`src/rtl/proc_imm_pkg.sv`:
```
// Shared immediate formats, RV opcodes and shift funct3 codes
// for the proc datapath immediate generator.
package proc_imm_pkg;

    typedef enum logic [2:0] {
        IMM_I     = 3'd0,
        IMM_S     = 3'd1,
        IMM_B     = 3'd2,
        IMM_U     = 3'd3,
        IMM_J     = 3'd4,
        IMM_Z     = 3'd5,
        IMM_SHAMT = 3'd6,
        IMM_ILL   = 3'd7
    } imm_type_e;

    localparam logic [6:0] OPC_OPIMM  = 7'b0010011;
    localparam logic [6:0] OPC_LOAD   = 7'b0000011;
    localparam logic [6:0] OPC_JALR   = 7'b1100111;
    localparam logic [6:0] OPC_STORE  = 7'b0100011;
    localparam logic [6:0] OPC_BRANCH = 7'b1100011;
    localparam logic [6:0] OPC_LUI    = 7'b0110111;
    localparam logic [6:0] OPC_AUIPC  = 7'b0010111;
    localparam logic [6:0] OPC_JAL    = 7'b1101111;
    localparam logic [6:0] OPC_SYSTEM = 7'b1110011;

    localparam logic [2:0] F3_SLLI = 3'b001;
    localparam logic [2:0] F3_SRLI = 3'b101;

endpackage

```
`src/rtl/proc_dpath_imm_gen_pipe_decode.sv`:
```
// Combinational immediate extraction: picks a format (explicit or
// opcode-decoded) and extends the immediate to p_xlen.
module proc_imm_decode
    import proc_imm_pkg::*;
#(
    parameter int p_xlen = 32,
    parameter bit p_auto = 1'b0
) (
    input  logic [31:0]       inst,
    input  logic [2:0]        sel,
    output logic [p_xlen-1:0] imm,
    output logic [2:0]        fmt,
    output logic              err
);

    logic [6:0]         opc;
    logic [2:0]         f3;
    imm_type_e          auto_fmt;
    imm_type_e          cur;
    logic signed [31:0] sv;

    assign opc = inst[6:0];
    assign f3  = inst[14:12];

    always_comb begin
        auto_fmt = IMM_ILL;
        case (opc)
            OPC_OPIMM: begin
                if (f3 == F3_SLLI || f3 == F3_SRLI) auto_fmt = IMM_SHAMT;
                else auto_fmt = IMM_I;
            end
            OPC_LOAD, OPC_JALR:  auto_fmt = IMM_I;
            OPC_STORE:           auto_fmt = IMM_S;
            OPC_BRANCH:          auto_fmt = IMM_B;
            OPC_LUI, OPC_AUIPC:  auto_fmt = IMM_U;
            OPC_JAL:             auto_fmt = IMM_J;
            OPC_SYSTEM: begin
                // ecall/ebreak (funct3 000) carry no usable immediate
                if (f3[2]) auto_fmt = IMM_Z;
                else if (f3 != 3'b000) auto_fmt = IMM_I;
            end
            default: auto_fmt = IMM_ILL;
        endcase
    end

    always_comb begin
        if (p_auto) cur = auto_fmt;
        else cur = imm_type_e'(sel);

        unique case (cur)
            IMM_I: sv = {{20{inst[31]}}, inst[31:20]};
            IMM_S: sv = {{20{inst[31]}}, inst[31:25], inst[11:7]};
            IMM_B: sv = {{19{inst[31]}}, inst[31], inst[7],
                         inst[30:25], inst[11:8], 1'b0};
            IMM_U: sv = {inst[31:12], 12'b0};
            IMM_J: sv = {{11{inst[31]}}, inst[31], inst[19:12],
                         inst[20], inst[30:21], 1'b0};
            default: sv = '0;
        endcase

        // signed cast carries the sign through to the full width
        imm = p_xlen'(sv);
        if (cur == IMM_Z) imm = p_xlen'(inst[19:15]);
        if (cur == IMM_SHAMT) begin
            if (p_xlen == 64) imm = p_xlen'(inst[25:20]);
            else imm = p_xlen'(inst[24:20]);
        end

        fmt = cur;
        err = (cur == IMM_ILL);
    end

endmodule

```
`src/rtl/proc_dpath_imm_gen_pipe.sv`:
```
// Pipelined immediate generator: decode at accept time, then a
// 2-entry skid buffer between the val/rdy streams.
module proc_dpath_imm_gen_pipe
    import proc_imm_pkg::*;
#(
    parameter int p_xlen  = 32,
    parameter bit p_auto  = 1'b0,
    parameter int p_tag_w = 8
) (
    input  logic               clk,
    input  logic               reset,
    input  logic               in_val,
    output logic               in_rdy,
    input  logic [31:0]        in_inst,
    input  logic [2:0]         in_imm_type,
    input  logic [p_tag_w-1:0] in_tag,
    output logic               out_val,
    input  logic               out_rdy,
    output logic [p_xlen-1:0]  out_imm,
    output logic [2:0]         out_type,
    output logic               out_err,
    output logic [p_tag_w-1:0] out_tag
);

    localparam logic [1:0] ST_EMPTY = 2'd0;
    localparam logic [1:0] ST_ONE   = 2'd1;
    localparam logic [1:0] ST_TWO   = 2'd2;

    logic [1:0]         state;
    logic [1:0]         state_nx;
    logic               rdy_q;
    logic               accept;
    logic               drain;

    logic [p_xlen-1:0]  dec_imm;
    logic [2:0]         dec_fmt;
    logic               dec_err;

    logic [p_xlen-1:0]  skid_imm;
    logic [2:0]         skid_type;
    logic               skid_err;
    logic [p_tag_w-1:0] skid_tag;

    logic               load_in;
    logic               load_skid;
    logic               pop_skid;

    proc_imm_decode #(
        .p_xlen (p_xlen),
        .p_auto (p_auto)
    ) u_dec (
        .inst (in_inst),
        .sel  (in_imm_type),
        .imm  (dec_imm),
        .fmt  (dec_fmt),
        .err  (dec_err)
    );

    // reset gating keeps the handshake quiet during the reset cycle
    assign in_rdy  = rdy_q && !reset;
    assign out_val = (state != ST_EMPTY) && !reset;
    assign accept  = in_val && in_rdy;
    assign drain   = out_val && out_rdy;

    always_comb begin
        state_nx = state;
        unique case (state)
            ST_EMPTY: if (accept) state_nx = ST_ONE;
            ST_ONE: begin
                if (accept && !drain) state_nx = ST_TWO;
                else if (drain && !accept) state_nx = ST_EMPTY;
            end
            ST_TWO: if (drain) state_nx = ST_ONE;
            default: state_nx = ST_EMPTY;
        endcase
    end

    assign load_in   = accept && ((state == ST_EMPTY) ||
                                  (state == ST_ONE && drain));
    assign load_skid = accept && (state == ST_ONE) && !drain;
    assign pop_skid  = drain && (state == ST_TWO);

    always_ff @(posedge clk) begin
        if (reset) begin
            state     <= ST_EMPTY;
            rdy_q     <= 1'b1;
            out_imm   <= '0;
            out_type  <= '0;
            out_err   <= 1'b0;
            out_tag   <= '0;
            skid_imm  <= '0;
            skid_type <= '0;
            skid_err  <= 1'b0;
            skid_tag  <= '0;
        end else begin
            state <= state_nx;
            rdy_q <= (state_nx != ST_TWO);
            if (load_in) begin
                out_imm  <= dec_imm;
                out_type <= dec_fmt;
                out_err  <= dec_err;
                out_tag  <= in_tag;
            end else if (pop_skid) begin
                out_imm  <= skid_imm;
                out_type <= skid_type;
                out_err  <= skid_err;
                out_tag  <= skid_tag;
            end
            if (load_skid) begin
                skid_imm  <= dec_imm;
                skid_type <= dec_fmt;
                skid_err  <= dec_err;
                skid_tag  <= in_tag;
            end
        end
    end

endmodule

```
`config.mk`:
```
export PLATFORM = sky130hd
export DESIGN_NAME = proc_dpath_imm_gen_pipe
export DESIGN_NICKNAME = d
export VERILOG_FILES = /design/src/rtl/proc_imm_pkg.sv /design/src/rtl/proc_dpath_imm_gen_pipe_decode.sv /design/src/rtl/proc_dpath_imm_gen_pipe.sv
export SDC_FILE = /design/constraint.sdc
export NUM_CORES = 1
export LEC_CHECK = 0
export ABC_AREA = 0
export CAP_MARGIN = 20
export CORE_MARGIN = 2
export CORE_UTILIZATION = 29
export CTS_CLUSTER_SIZE = 30
export DETAILED_ROUTE_END_ITERATION = 7
export SKIP_CTS_REPAIR_TIMING = 1
export SYNTH_ARGS = -nofsm -noshare
export SYNTH_HDL_FRONTEND = slang
export SYNTH_HIERARCHICAL = 1
export SYNTH_SLANG_ARGS = --single-unit
export TNS_END_PERCENT = 5
```
`constraint.sdc`:
```
create_clock -name clk -period 1.7 [get_ports clk]
set_input_delay 0.255 -clock clk [delete_from_list [all_inputs] [get_ports clk]]
set_output_delay 0.255 -clock clk [all_outputs]
set_load 0.1 [all_outputs]
```
After elaboration in Yosys (flattened, before gate mapping)
Cells that the tools add are included.

cells by class
  reductions and logical operators = 19
  multiplexer cells = 16
  eq/ne operators = 10

operators by type and width
  operator                                                                count
  32-bit case mux with 5 select lines                                     1
  32-bit 2-to-1 mux                                                       4
  8-bit 2-to-1 mux                                                        2
  3-bit equality test (second input constant)                             4
  1-bit logical AND                                                       11
  2-bit 2-to-1 mux                                                        4
  3-bit by 2-bit equality test with 1-bit output (second input constant)  2
  3-bit 2-to-1 mux                                                        2
  2-bit case mux with 3 select lines                                      1
  2-bit nonzero test                                                      2
  3-bit by 1-bit equality test with 1-bit output (second input constant)  1
  1-bit zero test                                                         3
  3-bit zero test                                                         1
  2-bit by 1-bit equality test with 1-bit output (second input constant)  1
  2-bit equality test (second input constant)                             1
  2-bit zero test                                                         1
  1-bit 2-to-1 mux                                                        2
  2-bit != test (second input constant)                                   1
  1-bit logical OR                                                        1

storage, ports and cells
  bits in registers = 91
  word-level logic and storage cells = 55
  bits of input ports = 47
  output and inout bits = 46

Depth between registers and ports, before layout
Gate-level depths: netlist of the first run.

  word-level depth = 9
  depth in mapped cells = 7
  gate-level depth less buffers = 5

By module
Netlist of the first run, hierarchy kept.

by module, submodules not included
  module                   cells an instance  area an instance (um^2)  sequential area each (um^2)  times used
  proc_dpath_imm_gen_pipe  456                3701.0                   1821.7                       1
  proc_imm_decode          79                 583.1                    0.0                          1

Least setup slack after synthesis of the first run
Ideal clock, no wire load.

  path type = input -> output
  start = input reset
  end = output out_val
  required time = 1.445 ns
  path buffers = 2
  cell stages on the path = 3
  arrival time = 1.914 ns
  setup slack = -0.469 ns
  cells stage by stage = clkbuf_1 clkbuf_1 nor2_1

between the ends
  longest elaborated chain between the ends = 2

RTL lines
  item               RTL line                       source
  from (decl)        proc_dpath_imm_gen_pipe.sv:11  input logic reset,
  1-bit zero test    proc_dpath_imm_gen_pipe.sv:61  assign out_val = (state != ST_EMPTY) && !reset;
  1-bit logical AND  proc_dpath_imm_gen_pipe.sv:61
  to (decl)          proc_dpath_imm_gen_pipe.sv:17  output logic out_val,

Every way passes these cells.

Worst setup path in the final report of the first run
  start = input in_imm_type[0]
  end = register out_imm[24]

between the ends
  longest elaborated chain between the ends = 5
  elaborated cells on any way between the ends = 11
  classes of those cells = eq/ne: 6; mux: 4; reduce/logical: 1

RTL lines
  item                                         RTL line                              source
  from (decl)                                  proc_dpath_imm_gen_pipe.sv:15         input logic [2:0] in_imm_type,
  3-bit equality test (tied with other cells)  proc_dpath_imm_gen_pipe_decode.sv:50  unique case (cur)
  32-bit case mux with 5 select lines          proc_dpath_imm_gen_pipe_decode.sv:50
  32-bit 2-to-1 mux                            proc_dpath_imm_gen_pipe_decode.sv:63  if (cur == IMM_Z) imm = p_xlen'(inst[19:15]);
  32-bit 2-to-1 mux *                          proc_dpath_imm_gen_pipe_decode.sv:64  if (cur == IMM_SHAMT) begin
  net dec_imm[24]                              proc_dpath_imm_gen_pipe.sv:35         logic [p_xlen-1:0] dec_imm;
  32-bit 2-to-1 mux *                          proc_dpath_imm_gen_pipe.sv:98         if (load_in) begin
  to (signal assigned)                         proc_dpath_imm_gen_pipe.sv:99         out_imm <= dec_imm;
  to (signal assigned)                         proc_dpath_imm_gen_pipe.sv:104        out_imm <= skid_imm;
  to (decl)                                    proc_dpath_imm_gen_pipe.sv:19         output logic [p_xlen-1:0] out_imm,

The timed path passes the listed nets; every way through them passes the cells marked *.
A chain may end at the register's enable or synchronous reset.

==> results of run 1 <==
through the flow:
stage | util, % | TNS, ns | instance area (um^2)
3_3_place_gp | 41.1 | -16.67 | 5960
4_1_cts | 43.3 | -0.0837 | 6270
6_report | 43.9 | 0 | 6350
3_5_place_dp | 41.1 | -20.66 | 5960
5_1_grt | 43.9 | -0.0142 | 6350
2_1_floorplan | - | -0.0263 | 4290
metal layers:
metal	up-vias	wire [um]	track usage, %
met2	100	6210	26.6
li1	2021	-	-
met4	0	235	5.88
met5	-	0	0
met3	15	660	3.00
met1	1962	5750	20.2
power groups by stage:
stage / Clock, uW / Combinational, uW / Sequential [uW]
final: 2090 / 1610 / 2330
after global routing: 2200 / 1680 / 2340
after CTS: 2120 / 1600 / 2330
after detailed placement: 0 / 1590 / 2380
after global placement: 0 / 1570 / 2380
after floorplan: 0 / 432 / 2890
cell usage after synthesis, drive strengths merged (5+ instances only):
master	instances
buf	23
nor2b	5
dfxtp	91
a31oi	9
and2b	6
nor2	50
nand2	180
a311oi	44
clkbuf	27
o2bb2ai	8
a21o	12
a21oi	45
layout make-up:
cell class | count | area (um^2) | share of cell area (%)
clock inverters | 5 | 61.3 | 0.965
inverters | 2 | 7.51 | 0.118
clock buffers | 11 | 253 | 3.98
flip-flops and latches | 91 | 1820 | 28.7
repair buffers | 124 | 1720 | 27.1
multi-input cells | 393 | 2260 | 35.5
well taps | 184 | 230 | 3.62
state kept, by name (all words and copies together) (netlist names):
name	flops
skid_type	3
skid_err	1
out_tag	8
out_err	1
out_imm	32
skid_imm	32
out_type	3
state	2
skid_tag	8
rdy_q	1
path summary, 6_finish.rpt:
kind | end | slack, ns | cells after the start
min | state[0] | 0.17 | 2
min reg2reg | skid_imm[12] | 0.46 | 2
max | out_imm[24] | 0.06 | 7
max reg2reg | out_tag[5] | 0.08 | 5
kinds of logic after synthesis:
logic type	count (synthesis)
simple gates	256
compound gates	131
flops	91
buf+inv	52
mux	3
xor+xnor	1
fa+ha+maj	1
==> impl_metrics.csv, run 1 <==
group,metric,value,unit
grt,grt_max_degree,71,
synthesis,netlist_instances,535,
sta,rsz0062_at_grt,"yes",
place,portBuffers,85,
floorplan,die_w,126,um
drt,vias,4098,
cells_and_area,antennaDiodeCount,0,
synthesis,synth-warning-count,6,
sta,fin_ws,0.0650,ns
floorplan,die_area,15800,um^2
synthesis,syn-num-nets,582,
grt,grt_pass1_vias,3988,
cts,cts.clk_slew.worst_paths,0.06,ns
grt,gr-usage-all-layers,15.8,%
floorplan,io_pins,93,
synthesis,synth-simple-area-share,25.1,%
critical_path,cp_num_buf_inv,2,
critical_path,critical_path.slowest_cell,"clkdlybuf4s50_1",
hold_path,hold_path.class,"in -> reg",
sta,finalHoldViolations,0,
cts,clock_latency,0.35,ns
power_and_ir_drop,comb_power_share,26.7,%
critical_path,worstSetupPathType,"in -> reg",
cts,cts.path.max_buffers,2,
place,pre_cts_slack,-0.382,ns
drt,viasPerCell,5.06,
cells_and_area,final_common_cell,"nand2_1",
synthesis,synth_compound_area_share,24.9,%
synthesis,synth_top_cell_by_area,"dfxtp_1",
place,gp_congestion,0.844,
critical_path,endpoint_kind,"flop",
power_and_ir_drop,internal_power,4080,uW
floorplan,fp.coreArea,14500,um^2
cts,clock_sinks,91,
synthesis,syn_area_per_cell,8.01,um^2
power_and_ir_drop,powerDensity,950,nW/um^2
cells_and_area,fin_nets,668,
sta,drv_slew,0,
cells_and_area,fin_cells,810,
sta,holdWs,0.170,ns
critical_path,path_delay_family,"buffers and inverters",
critical_path,cp_slowest_stage_delay,0.44,ns
synthesis,synth.area.mux_share,0.701,%
drt,dr.pass1.iters,4,
sta,period_minus_slack,1.64,ns
cts,cts_tree,"built",
power_and_ir_drop,p_leak,0.00236,uW
flow_run,max_cap_viol_count,0,
drt,drtIter0Drc,293,
power_and_ir_drop,ir_drop,409,uV
power_and_ir_drop,power.total,6030,uW
critical_path,path_max_fanout,13,
cells_and_area,mostFrequentLayoutCells,"nand2_1, dfxtp_1, buf_12",
critical_path,r2r-start,"state[0]",
critical_path,required,1.95,ns
status,outcome,"finished, final reports clean",
sta,fin_crit_sh,96.2,%
sta,worstMarginPinSlew,0.801,ns
synthesis,synthAdderAreaFrac,0.263,%
cells_and_area,drive_above_1_share,22.2,%
power_and_ir_drop,swShare,32.4,%
synthesis,synth_top_family_by_area,"simple AND/OR/NAND/NOR gates",
critical_path,worstPathCellList,"clkdlybuf4s50_1, buf_12, maj3_2, nor2b_4, a21o_1, nor2_1, a311oi_2",
grt,grt_pass1_wl,20.2,mm
cts,h-tree-depth,3,
cts,cts-root-buf,"clkbuf_16",
drt,wire_per_inst,15.9,um
grt,antenna_found_initial,0,
critical_path,cp-start-kind,"input port",
grt,grt_overflow,0,
cts,numCtsBuffers,9,
synthesis,synth_edf_count,0,
drt,ant_nets,0,
drt,drc,0,
hold_path,min_from,"reset",
place,dp.cells,791,
floorplan,initial_core_util,29.6,%
critical_path,cp.arrival,1.89,ns
floorplan,die_y,126,um
cells_and_area,area_growth,48.3,%
sta,finalSetupViolations,0,
cells_and_area,fillers,1343,
sta,fmax,612,MHz
power_and_ir_drop,power_switching,1960,uW
power_and_ir_drop,p_clk_share,34.7,%
synthesis,ys_ff_latch,91,
synthesis,synth_cell_type_count,39,
critical_path,worstSetupStartpoint,"in_imm_type[0]",
synthesis,yosys_most_used_dff,"dfxtp_1",
synthesis,yosysTopAreaCellShare,42.5,%
floorplan,fp-row-count,44,
place,hpwl,8.66,mm
synthesis,postSynth.asyncResetShare,0,%
synthesis,syn_area,4280,um^2
synthesis,synth_area_leaders,"dfxtp_1, nand2_1, a311oi_2",
sta,clock-skew-final,0.00442,ns
sta,slew-limit-headroom,46.6,%
power_and_ir_drop,p_seq_share,38.7,%
synthesis,synth-xor-area-share,0.204,%
drt,wl,12.9,mm
synthesis,ys_seq_area_share,42.5,%
Power figures use the tool's default switching activity.
==> run 2, diff against run 1 <==
Settings changed: CAP_MARGIN 20 to 0, DONT_BUFFER_PORTS set to 1.
==> impl_metrics.csv, run 2 (same netlist as run 1, synthesis figures left out) <==
group,metric,value,unit
floorplan,io_pins,93,
power_and_ir_drop,ir_drop,412,uV
status,violations,"negative hold slack",
cts,h-tree-depth,3,
sta,clock-skew-final,0.00489,ns
sta,period_minus_slack,1.69,ns
flow_run,max_cap_viol_count,0,
cells_and_area,largestRegisters,"out_imm (32), skid_imm (32)",
critical_path,rrSetupSlack,0.01,ns
floorplan,die_y,126,um
sta,finalHoldViolations,1,
sta,rsz0062_at_grt,"yes",
grt,grt_max_degree,98,
cts,clock_sinks,91,
status,outcome,"finished with violations",
critical_path,worstSetupStartpoint,"state[0]",
cells_and_area,area_growth,18.9,%
critical_path,endpoint_kind,"flop",
critical_path,path_max_fanout,44,
critical_path,worstSetupPathType,"reg -> reg",
floorplan,die_area,15800,um^2
grt,antenna_found_initial,0,
floorplan,fp-row-count,44,
critical_path,ff2ff_path_depth,5,
sta,slew-limit-headroom,77.5,%
cells_and_area,fin_util,35.2,%
cells_and_area,drive_above_1_share,19.4,%
cells_and_area,antennaDiodeCount,0,
hold_path,min_to,"state[0]",
hold_path,min_path_cells,1,
critical_path,required,1.90,ns
power_and_ir_drop,internal_power,3550,uW
cts,cts.clk_slew.worst_paths,0.06,ns
power_and_ir_drop,swShare,32.8,%
drt,ant_nets,0,
drt,wire_per_inst,17.1,um
sta,finalSetupViolations,0,
cts,numCtsBuffers,9,
drt,dr.pass1.iters,5,
cts,cts-root-buf,"clkbuf_16",
sta,fin_crit_sh,99.4,%
critical_path,cp.arrival,1.88,ns
grt,grt_pass1_wl,19.3,mm
cells_and_area,mostFrequentLayoutCells,"nand2_1, dfxtp_1, buf_4",
critical_path,critical_path.slowest_cell,"or4_4",
floorplan,fp.coreArea,14500,um^2
power_and_ir_drop,p_clk_share,34.3,%
place,hpwl,7.73,mm
floorplan,initial_core_util,29.6,%
power_and_ir_drop,comb_power_share,22.4,%
critical_path,r2r_end,"out_type[2]",
place,portBuffers,0,
sta,fmax,592,MHz
cells_and_area,final_common_cell,"nand2_1",
cts,cts.path.max_buffers,2,
power_and_ir_drop,p_seq_share,43.3,%
drt,viasPerCell,5.20,
cells_and_area,fin_nets,601,
hold_path,hold_path.class,"in -> reg",
drt,drtIter0Drc,409,
cts,cts_tree,"built",
critical_path,cp_slowest_stage_delay,0.55,ns
sta,setup_tns,0,ns
power_and_ir_drop,p_leak,0.00188,uW
sta,worstMarginPinSlew,0.335,ns
power_and_ir_drop,powerDensity,1040,nW/um^2
cts,clock_latency,0.33,ns
place,dp.cells,725,
power_and_ir_drop,power.total,5270,uW
sta,drv_slew,0,
cells_and_area,fin_cells,742,
hold_path,min_from,"reset",
drt,drc,0,
power_and_ir_drop,power_switching,1730,uW
drt,vias,3858,
critical_path,cp-start-kind,"flop",
sta,holdWs,-0.00655,ns
grt,grt_overflow,0,
grt,grt_pass1_vias,3657,
critical_path,worstPathCellList,"nor2b_4, or4_4, buf_16, nor2_1, a311oi_2",
place,gp_congestion,0.849,
drt,wl,12.7,mm
grt,gr-usage-all-layers,15.1,%
floorplan,die_w,126,um
critical_path,r2r-start,"state[0]",
==> run 2: cell types whose count changed in the layout (fill, tap and decap cells not counted), moves of 2 or more <==
cell | before | now
a311oi_1 | 24 | 20
a311oi_2 | 20 | 24
buf_12 | 53 | 4
buf_4 | 29 | 51
buf_6 | 3 | 1
clkdlybuf4s50_1 | 37 | 0
clkinv_2 | 1 | 3
clkinv_4 | 3 | 0
clkinvlp_4 | 0 | 2
o2bb2ai_1 | 3 | 8
o2bb2ai_2 | 5 | 0
==> run 2: worst max path at each step <==
stage                  end  slack [ns]  depth (start not counted)
6_report       out_type[2]        0.01                          5
5_1_grt        out_type[2]       -0.07                          5
3_3_place_gp   out_imm[22]         0.1                          5
2_1_floorplan      out_val       -0.03                          3
4_1_cts         out_imm[8]        0.04                          4
3_5_place_dp    out_tag[5]        0.07                          5
==> run 2: metrics by stage <==
| stage | area, um^2 | setup WS (ns) |
|---|---|---|
| finish | 5090 | 0.0109 |
| global route | 5090 | -0.0742 |
| global placement | 4750 | 0.0994 |
| detailed placement | 4750 | 0.0702 |
| floorplan | 4290 | -0.0263 |
| CTS | 5020 | 0.0384 |
==> run 2: power groups by stage <==
stage | Clock (uW) | Combinational, uW | Sequential [uW]
after floorplan | 0 | 432 | 2890
after CTS | 1850 | 1150 | 2280
after global routing | 1950 | 1240 | 2290
after global placement | 0 | 1140 | 2330
final | 1810 | 1180 | 2280
after detailed placement | 0 | 1150 | 2330
==> run 2: layer usage <==
metal | part of all wire (%) | up-vias | track usage (%)
met4 | 2.2 | 0 | 6.34
met2 | 46 | 113 | 23.8
met5 | 0 | - | 0
met3 | 8.0 | 14 | 5.31
met1 | 44 | 1850 | 18.8
li1 | - | 1881 | -
==> run 2: worst max-delay path: cells and delay by family (launching register included) <==
family	cells	cell delay, ns
buffers and inverters	1	0.23
AND/OR/NAND/NOR	3	0.88
AO/OA/AOI/OAI	1	0.08
flip-flops	1	0.35
==> run 2: final cells by class <==
class	instances	area, um^2
fillers	1480	9380
multi-input cells	392	2240
flip-flops and latches	91	1820
repair buffers	58	527
clock buffers	10	239
well taps	184	230
clock inverters	5	30.0
inverters	2	7.51
